===== config.mk =====
export PLATFORM = sky130hd
export DESIGN_NAME = uart_tx_fifo_reader_flat
export DESIGN_NICKNAME = d
export VERILOG_FILES = /design/src/rtl/uart_pkg.sv /design/src/rtl/uart_tx_fifo_reader_if.sv /design/src/rtl/uart_baud_counter.sv /design/src/rtl/uart_tx_fifo_reader.sv /design/src/flat_wrapper.sv
export SDC_FILE = /design/constraint.sdc
export NUM_CORES = 1
export LEC_CHECK = 0
export CAP_MARGIN = 20
export CORE_UTILIZATION = 40
export DETAILED_ROUTE_END_ITERATION = 10
export SLEW_MARGIN = 20
export SYNTH_ARGS = -nofsm -noshare
export SYNTH_HDL_FRONTEND = slang
export SYNTH_SLANG_ARGS = --single-unit

===== constraint.sdc =====
create_clock -name clk -period 2.4 [get_ports clk]
set_clock_uncertainty 0.2 [all_clocks]
set_input_delay 0.48 -clock clk [delete_from_list [all_inputs] [get_ports clk]]
set_output_delay 0.48 -clock clk [all_outputs]
set_load 0.05 [all_outputs]

===== src/rtl/uart_pkg.sv =====
// uart_pkg: definitions shared by the UART TX and RX sides.
//   uart_state_e   frame FSM states (PARITY only reachable when parity is built in)
//   UART_*_LVL     line levels for idle, start and stop bits
package uart_pkg;

    typedef enum logic [2:0] {
        IDLE   = 3'd0,
        START  = 3'd1,
        DATA   = 3'd2,
        PARITY = 3'd3,
        STOP   = 3'd4
    } uart_state_e;

    localparam logic UART_IDLE_LVL  = 1'b1;
    localparam logic UART_START_LVL = 1'b0;
    localparam logic UART_STOP_LVL  = 1'b1;

endpackage


===== src/rtl/uart_tx_fifo_reader_if.sv =====
// uart_tx_fifo_reader_if: read-side link between the TX FIFO (memory + writer) and
// the reader.
//   wr_ptr    writer pointer, MSB is the wrap bit    (FIFO side -> reader)
//   fifo_data fifo_mem data_out at rd_addr           (FIFO side -> reader)
//   rd_addr   fifo_mem read address                  (reader -> FIFO side)
//   rd_ptr    reader pointer, used for full detection (reader -> FIFO side)
//   empty     wr_ptr == rd_ptr                       (reader -> FIFO side)
// modport master = reader, modport slave = FIFO memory / writer.
interface uart_tx_fifo_reader_if #(
    parameter int DATA_WIDTH   = 8,
    parameter int FIFO_C_WIDTH = 4
);
    logic [FIFO_C_WIDTH:0]   wr_ptr;
    logic [DATA_WIDTH-1:0]   fifo_data;
    logic [FIFO_C_WIDTH-1:0] rd_addr;
    logic [FIFO_C_WIDTH:0]   rd_ptr;
    logic                    empty;

    modport master (
        input  wr_ptr,
        input  fifo_data,
        output rd_addr,
        output rd_ptr,
        output empty
    );

    modport slave (
        output wr_ptr,
        output fifo_data,
        input  rd_addr,
        input  rd_ptr,
        input  empty
    );
endinterface


===== src/rtl/uart_baud_counter.sv =====
// uart_baud_counter: counts 0..CLKS_PER_BIT-1 and wraps; bit_done marks the
// last cycle of each bit period.
//   clk      system clock
//   rst_n    synchronous active-low reset
//   clr_i    hold the count at 0
//   bit_done_o high on the final cycle of a bit period
module uart_baud_counter #(
    parameter int CLKS_PER_BIT = 868
) (
    input  logic clk,
    input  logic rst_n,
    input  logic clr_i,
    output logic bit_done_o
);
    localparam int CW = (CLKS_PER_BIT > 1) ? $clog2(CLKS_PER_BIT) : 1;
    localparam logic [CW-1:0] LAST = CW'(CLKS_PER_BIT - 1);

    logic [CW-1:0] cnt_q;

    assign bit_done_o = (cnt_q == LAST);

    always_ff @(posedge clk) begin
        if (!rst_n || clr_i) begin
            cnt_q <= '0;
        end else if (cnt_q == LAST) begin
            cnt_q <= '0;
        end else begin
            cnt_q <= cnt_q + CW'(1);
        end
    end
endmodule


===== src/rtl/uart_tx_fifo_reader.sv =====
// uart_tx_fifo_reader: read side of the TX byte FIFO. Owns the read pointer,
// pops a byte whenever the FIFO is non-empty and sends it as a UART frame
// (start, DATA_WIDTH data bits LSB first, optional even parity, stop).
//   clk, rst_n   system clock, synchronous active-low reset
//   fifo         uart_tx_fifo_reader_if.master (wr_ptr, fifo_data in;
//                rd_addr, rd_ptr, empty out)
//   tx           serial line, idle high, driven from a flop
//   tx_busy      high from pop until the end of the last stop bit
// Build option: define UART_TX_PARITY_EN to insert an even-parity bit.
module uart_tx_fifo_reader
    import uart_pkg::*;
#(
    parameter int DATA_WIDTH   = 8,
    parameter int FIFO_C_WIDTH = 4,
    parameter int CLKS_PER_BIT = 868
) (
    input  logic                   clk,
    input  logic                   rst_n,
    uart_tx_fifo_reader_if.master  fifo,
    output logic                   tx,
    output logic                   tx_busy
);
    localparam int BW = (DATA_WIDTH > 1) ? $clog2(DATA_WIDTH) : 1;
    localparam logic [BW-1:0] LAST_BIT = BW'(DATA_WIDTH - 1);
    localparam logic [FIFO_C_WIDTH:0] PTR_ONE = {{FIFO_C_WIDTH{1'b0}}, 1'b1};

    uart_state_e             state_q;
    logic [DATA_WIDTH-1:0]   shift_q;
    logic [FIFO_C_WIDTH:0]   rd_ptr_q;
    logic [BW-1:0]           bit_q;
    logic                    tx_q;
    logic                    busy_q;
`ifdef UART_TX_PARITY_EN
    logic                    parity_q;
`endif

    logic empty;
    logic bit_done;
    logic pop;

    assign empty        = (fifo.wr_ptr == rd_ptr_q);
    assign fifo.empty   = empty;
    assign fifo.rd_ptr  = rd_ptr_q;
    assign fifo.rd_addr = rd_ptr_q[FIFO_C_WIDTH-1:0];
    assign tx           = tx_q;
    assign tx_busy      = busy_q;

    // Every state change lands on a bit boundary where the counter wraps to 0
    // anyway, so holding it clear in IDLE is all that is needed for each new
    // state to start at count 0.
    uart_baud_counter #(.CLKS_PER_BIT(CLKS_PER_BIT)) u_baud (
        .clk        (clk),
        .rst_n      (rst_n),
        .clr_i      (state_q == IDLE),
        .bit_done_o (bit_done)
    );

    // Pop from IDLE, or on the last stop-bit cycle for back-to-back frames.
    assign pop = !empty && ((state_q == IDLE) || (state_q == STOP && bit_done));

    always_ff @(posedge clk) begin
        if (!rst_n) begin
            state_q  <= IDLE;
            shift_q  <= '0;
            rd_ptr_q <= '0;
            bit_q    <= '0;
            tx_q     <= UART_IDLE_LVL;
            busy_q   <= 1'b0;
`ifdef UART_TX_PARITY_EN
            parity_q <= 1'b0;
`endif
        end else if (pop) begin
            shift_q  <= fifo.fifo_data;
            rd_ptr_q <= rd_ptr_q + PTR_ONE;
            busy_q   <= 1'b1;
            state_q  <= START;
            tx_q     <= UART_START_LVL;
`ifdef UART_TX_PARITY_EN
            parity_q <= ^fifo.fifo_data;
`endif
        end else begin
            case (state_q)
                IDLE: begin
                    tx_q <= UART_IDLE_LVL;
                end
                START: begin
                    if (bit_done) begin
                        state_q <= DATA;
                        bit_q   <= '0;
                        tx_q    <= shift_q[0];
                    end
                end
                DATA: begin
                    if (bit_done) begin
                        shift_q <= shift_q >> 1;
                        if (bit_q == LAST_BIT) begin
`ifdef UART_TX_PARITY_EN
                            state_q <= PARITY;
                            tx_q    <= parity_q;
`else
                            state_q <= STOP;
                            tx_q    <= UART_STOP_LVL;
`endif
                        end else begin
                            bit_q <= bit_q + BW'(1);
                            tx_q  <= shift_q[1];
                        end
                    end
                end
`ifdef UART_TX_PARITY_EN
                PARITY: begin
                    if (bit_done) begin
                        state_q <= STOP;
                        tx_q    <= UART_STOP_LVL;
                    end
                end
`endif
                STOP: begin
                    // Non-empty case was taken by pop above.
                    if (bit_done) begin
                        state_q <= IDLE;
                        busy_q  <= 1'b0;
                        tx_q    <= UART_IDLE_LVL;
                    end
                end
                default: begin
                    state_q <= IDLE;
                    tx_q    <= UART_IDLE_LVL;
                    busy_q  <= 1'b0;
                end
            endcase
        end
    end
endmodule


===== src/flat_wrapper.sv =====
// flat-port wrapper written by rule: the top's interface ports become plain ports
module uart_tx_fifo_reader_flat import uart_pkg::*;
#(
    parameter int DATA_WIDTH   = 8,
    parameter int FIFO_C_WIDTH = 4,
    parameter int CLKS_PER_BIT = 868
)
  (clk, rst_n, tx, tx_busy, fifo_wr_ptr, fifo_fifo_data, fifo_rd_addr, fifo_rd_ptr, fifo_empty);
  uart_tx_fifo_reader_if #(.DATA_WIDTH(DATA_WIDTH), .FIFO_C_WIDTH(FIFO_C_WIDTH)) fifo_i ();
  input  logic clk;
  input  logic rst_n;
  output logic tx;
  output logic tx_busy;
  input wire logic [$bits(fifo_i.wr_ptr)-1:0] fifo_wr_ptr;
  input wire logic [$bits(fifo_i.fifo_data)-1:0] fifo_fifo_data;
  output wire logic [$bits(fifo_i.rd_addr)-1:0] fifo_rd_addr;
  output wire logic [$bits(fifo_i.rd_ptr)-1:0] fifo_rd_ptr;
  output wire logic [$bits(fifo_i.empty)-1:0] fifo_empty;
  assign fifo_i.wr_ptr = fifo_wr_ptr;
  assign fifo_i.fifo_data = fifo_fifo_data;
  assign fifo_rd_addr = fifo_i.rd_addr;
  assign fifo_rd_ptr = fifo_i.rd_ptr;
  assign fifo_empty = fifo_i.empty;
  uart_tx_fifo_reader #(.DATA_WIDTH(DATA_WIDTH), .FIFO_C_WIDTH(FIFO_C_WIDTH), .CLKS_PER_BIT(CLKS_PER_BIT)) u_core (.clk(clk), .rst_n(rst_n), .fifo(fifo_i), .tx(tx), .tx_busy(tx_busy));
endmodule

==> summary.txt <==
Run status
  – Status: complete, no violations

Finish
  – Non-Filler Instances: roughly 250
  – Layout area overhead: 27.6%
  – Final nets: 224
  – Diode count: 0
  – Share of layout cells above drive strength 1: 0.0971

Floorplan
  – Starting Density: 0.416
  – Core Box Area: between 0.003 and 0.004 mm²
  – DIE HEIGHT: about 64 µm
  – I/O pin total: 27
  – Row count: 22
  – Die ar.: 0.00406 mm²
  – Chip Width: between 60 and 70 µm

STA
  – Fmax achieved: 443 MHz
  – Fin Setup TNS: 0 ps
  – Tcrit/Tclk final: 0.940
  – Max Slew Vio Count: 0
  – Final setup vio count: 0
  – RSZ-0062 raised after global routing: no
  – Worst-Margin Slew: 512 ps
  – Relative slew slack: 0.657
  – Post-route minimum period: between 2000 and 2500 ps
  – Setup ws final: between 100 and 150 ps
  – Fin. Hold Viols: 0

Pwr
  – Comb pwr share: 0.186
  – Switch Pwr: ~0.34 mW
  – Pint: 0.899 mW
  – Clock power frac: 0.363
  – PwrDens: 636 mW/mm²
  – Sequential Power Share: 0.451
  – Switching share of power: 0.273
  – Worst IR Drop VDD: around 370 µV
  – Leak Pwr: 0.745 nW

GRT
  – First-pass GRT wire length: ~5.2 mm
  – Initial antenna violation count: 0
  – Largest net degree at the start of global routing: 22
  – Vias in the first global route: about 1100
  – Global Route Usage Sum: 0.172
  – Total gr overflow: 0

Logic synthesis
  – Top cells by count, synth: dfxtp_1, nor2_1, nand2_1
  – Avg Cell Area, Syn: 8.61 µm²
  – Synth Area in Compound Gates: 0.120
  – Multiplexer area fraction after synthesis: 0.0394
  – Top-area cell type share of the netlist area: 0.407
  – Synth top area cells: dfxtp_1, xnor2_1, nor2_1
  – Post-Synth Adder-Cell Area: 0.0328
  – Post-Syn Nets: 196
  – Synthesized area: approximately 0.0015 mm²
  – Number of flops mapped to enable cells by yosys: 0
  – #FFs+latches synth: 31
  – Synth Area in XOR/XNOR: 0.0862
  – Main combinational cell family by area after synthesis: simple AND/OR/NAND/NOR gates
  – Synth warn: 0
  – Post-synth ARST share: 0
  – Top_reg_cell synth: dfxtp_1
  – Mapped Cells: roughly 180
  – Area leader, netlist: dfxtp_1
  – Most frequent cell after synthesis: dfxtp_1
  – Register area share after synthesis: 0.407
  – Cell variety after synth: 34
  – Simple-Gate Fraction of Synth Area: 0.256

Critical path
  – WP data arrival: between 1500 and 2000 ps
  – Worst endpoint required time: 1720 ps
  – Worst setup SP type: input port
  – Setup Crit Path Kind: input port to primary output
  – Crit path capture type: primary output
  – CP Max Fanout: 2

Place
  – Post-DP HPWL: around 2.2 mm
  – Port buffer count: 26
  – Placed cell count: approximately 250
  – RD Place Congestion: approximately 0.75
  – DP Worst Slack: 130 ps

Detailed routing
  – Initial DRC count: 37
  – DR vias/cell: 5.10
  – Detail Route Antenna Nets: 0
  – Final wirelength: 3.04 mm
  – DR pass1 iterations: 4
  – # DRC: 0
  – DR vias: between 1000 and 1500
  – WL/cell: roughly 12 µm

Clock network
  – Num CTS Buffers: 5
  – Postcts setup bufs: 0
  – Post-CTS Resized: 0
  – Cts hold-fix bufs: 0
  – Clock Path Buffers: 2
  – Clock Sinks: 31
  – Clk root buf: clkbuf_8
  – CTS tree: yes
  – H-tree depth: 2
  – Clock transition at path regs: approximately 60 ps
  – Clk_lat worst skew: about 290 ps

Hold path
  – Hold crit path type: flop to flop

Run
  – Number of max-cap violations: 0
==> per-layer routing <==
metal  global-route usage  vias to the layer above  part of all wire  wire, µm
met5                    0                        -                 0         0
met4               0.0938                        0             0.020        61
met3               0.0634                        6             0.042       129
met2                0.250                       25              0.44      1340
met1                0.219                      591              0.50      1510
li1                     -                      673                 -         -
==> power groups by stage <==
stage,Sequential (mW),Clock [mW],Combinational (mW)
6_report,0.558,0.449,0.230
5_1_grt,0.561,0.494,0.251
4_1_cts,0.558,0.466,0.233
3_5_place_dp,0.569,0,0.232
3_3_place_gp,0.568,0,0.229
2_1_floorplan,0.605,0,0.116
==> critical path, stage by stage <==
cell and delay (ps):
clkdlybuf4s50_1 470, xnor2_1 120, nand3_1 130, nor2_1 210, buf_12 160
==> flip-flops by register name, indices dropped and copies added (netlist names) <==
register             flops
u_core.bit_q             3
u_core.fifo.rd_ptr       5
u_core.tx                1
u_core.shift_q           8
u_core.tx_busy           1
u_core.state_q           3
u_core.u_baud.cnt_q     10
==> area by class of cell <==
cell class	instances	area (µm²)
Clock buffer	8	100
Fill cell	361	1720
Inverter	5	18.8
Multi-Input combinational cell	128	815
Sequential cell	31	621
Tap cell	48	60.1
Timing Repair Buffer	34	330
==> logic make-up (layout without fill, tap and decap cells) <==
logic type / count (synthesis) / after routing
AOI/OAI and AO/OA: 28 / 28
muxes: 6 / 6
and+or+nand+nor: 75 / 75
xor gates and xnor gates: 15 / 15
buffers and inverters: 18 / 47
DFF: 31 / 31
adders and majority gates: 4 / 4
==> cell usage in the layout, fill, tap and decap left out, types with 2 or more instances in the layout <==
master           count
nor2_1              19
nand3_1              7
clkdlybuf4s50_1     25
or3_1                4
buf_4                8
dfxtp_1             31
a21oi_1             10
nand2b_1             2
and2_1               3
xor2_1               4
clkbuf_8             7
inv_1                5
o21ai_0              8
mux2i_1              6
nand4_1              6
nand2_1             18
o221ai_1             6
xnor2_1             11
ha_1                 4
nor2b_1              2
nor3_1               4
and3_1               3
==> stage by stage <==
step | total power, mW | util | instance area [µm²] | hold slack (ps)
2_1_floorplan | 0.721 | - | 1520 | 230
3_3_place_gp | 0.797 | 0.504 | 1840 | 243
3_5_place_dp | 0.801 | 0.504 | 1840 | 257
4_1_cts | 1.26 | 0.531 | 1940 | 270
5_1_grt | 1.31 | 0.531 | 1940 | 287
6_report | 1.24 | 0.531 | 1940 | 265
==> path summary, 6_finish.rpt <==
kind / slack [ps] / to / startpoint / cells past startpoint
setup / recovery: 140 / fifo_empty / fifo_wr_ptr[4] / 5
hold / removal: 260 / u_core.u_baud.cnt_q[0]$_SDFF_PP0_ / u_core.u_baud.cnt_q[0]$_SDFF_PP0_ / 1
setup reg to reg: 160 / u_core.shift_q[3]$_SDFFE_PN0P_ / u_core.u_baud.cnt_q[0]$_SDFF_PP0_ / 6
hold reg to reg: 260 / u_core.u_baud.cnt_q[0]$_SDFF_PP0_ / u_core.u_baud.cnt_q[0]$_SDFF_PP0_ / 1
(Power assumes the default switching activity.)
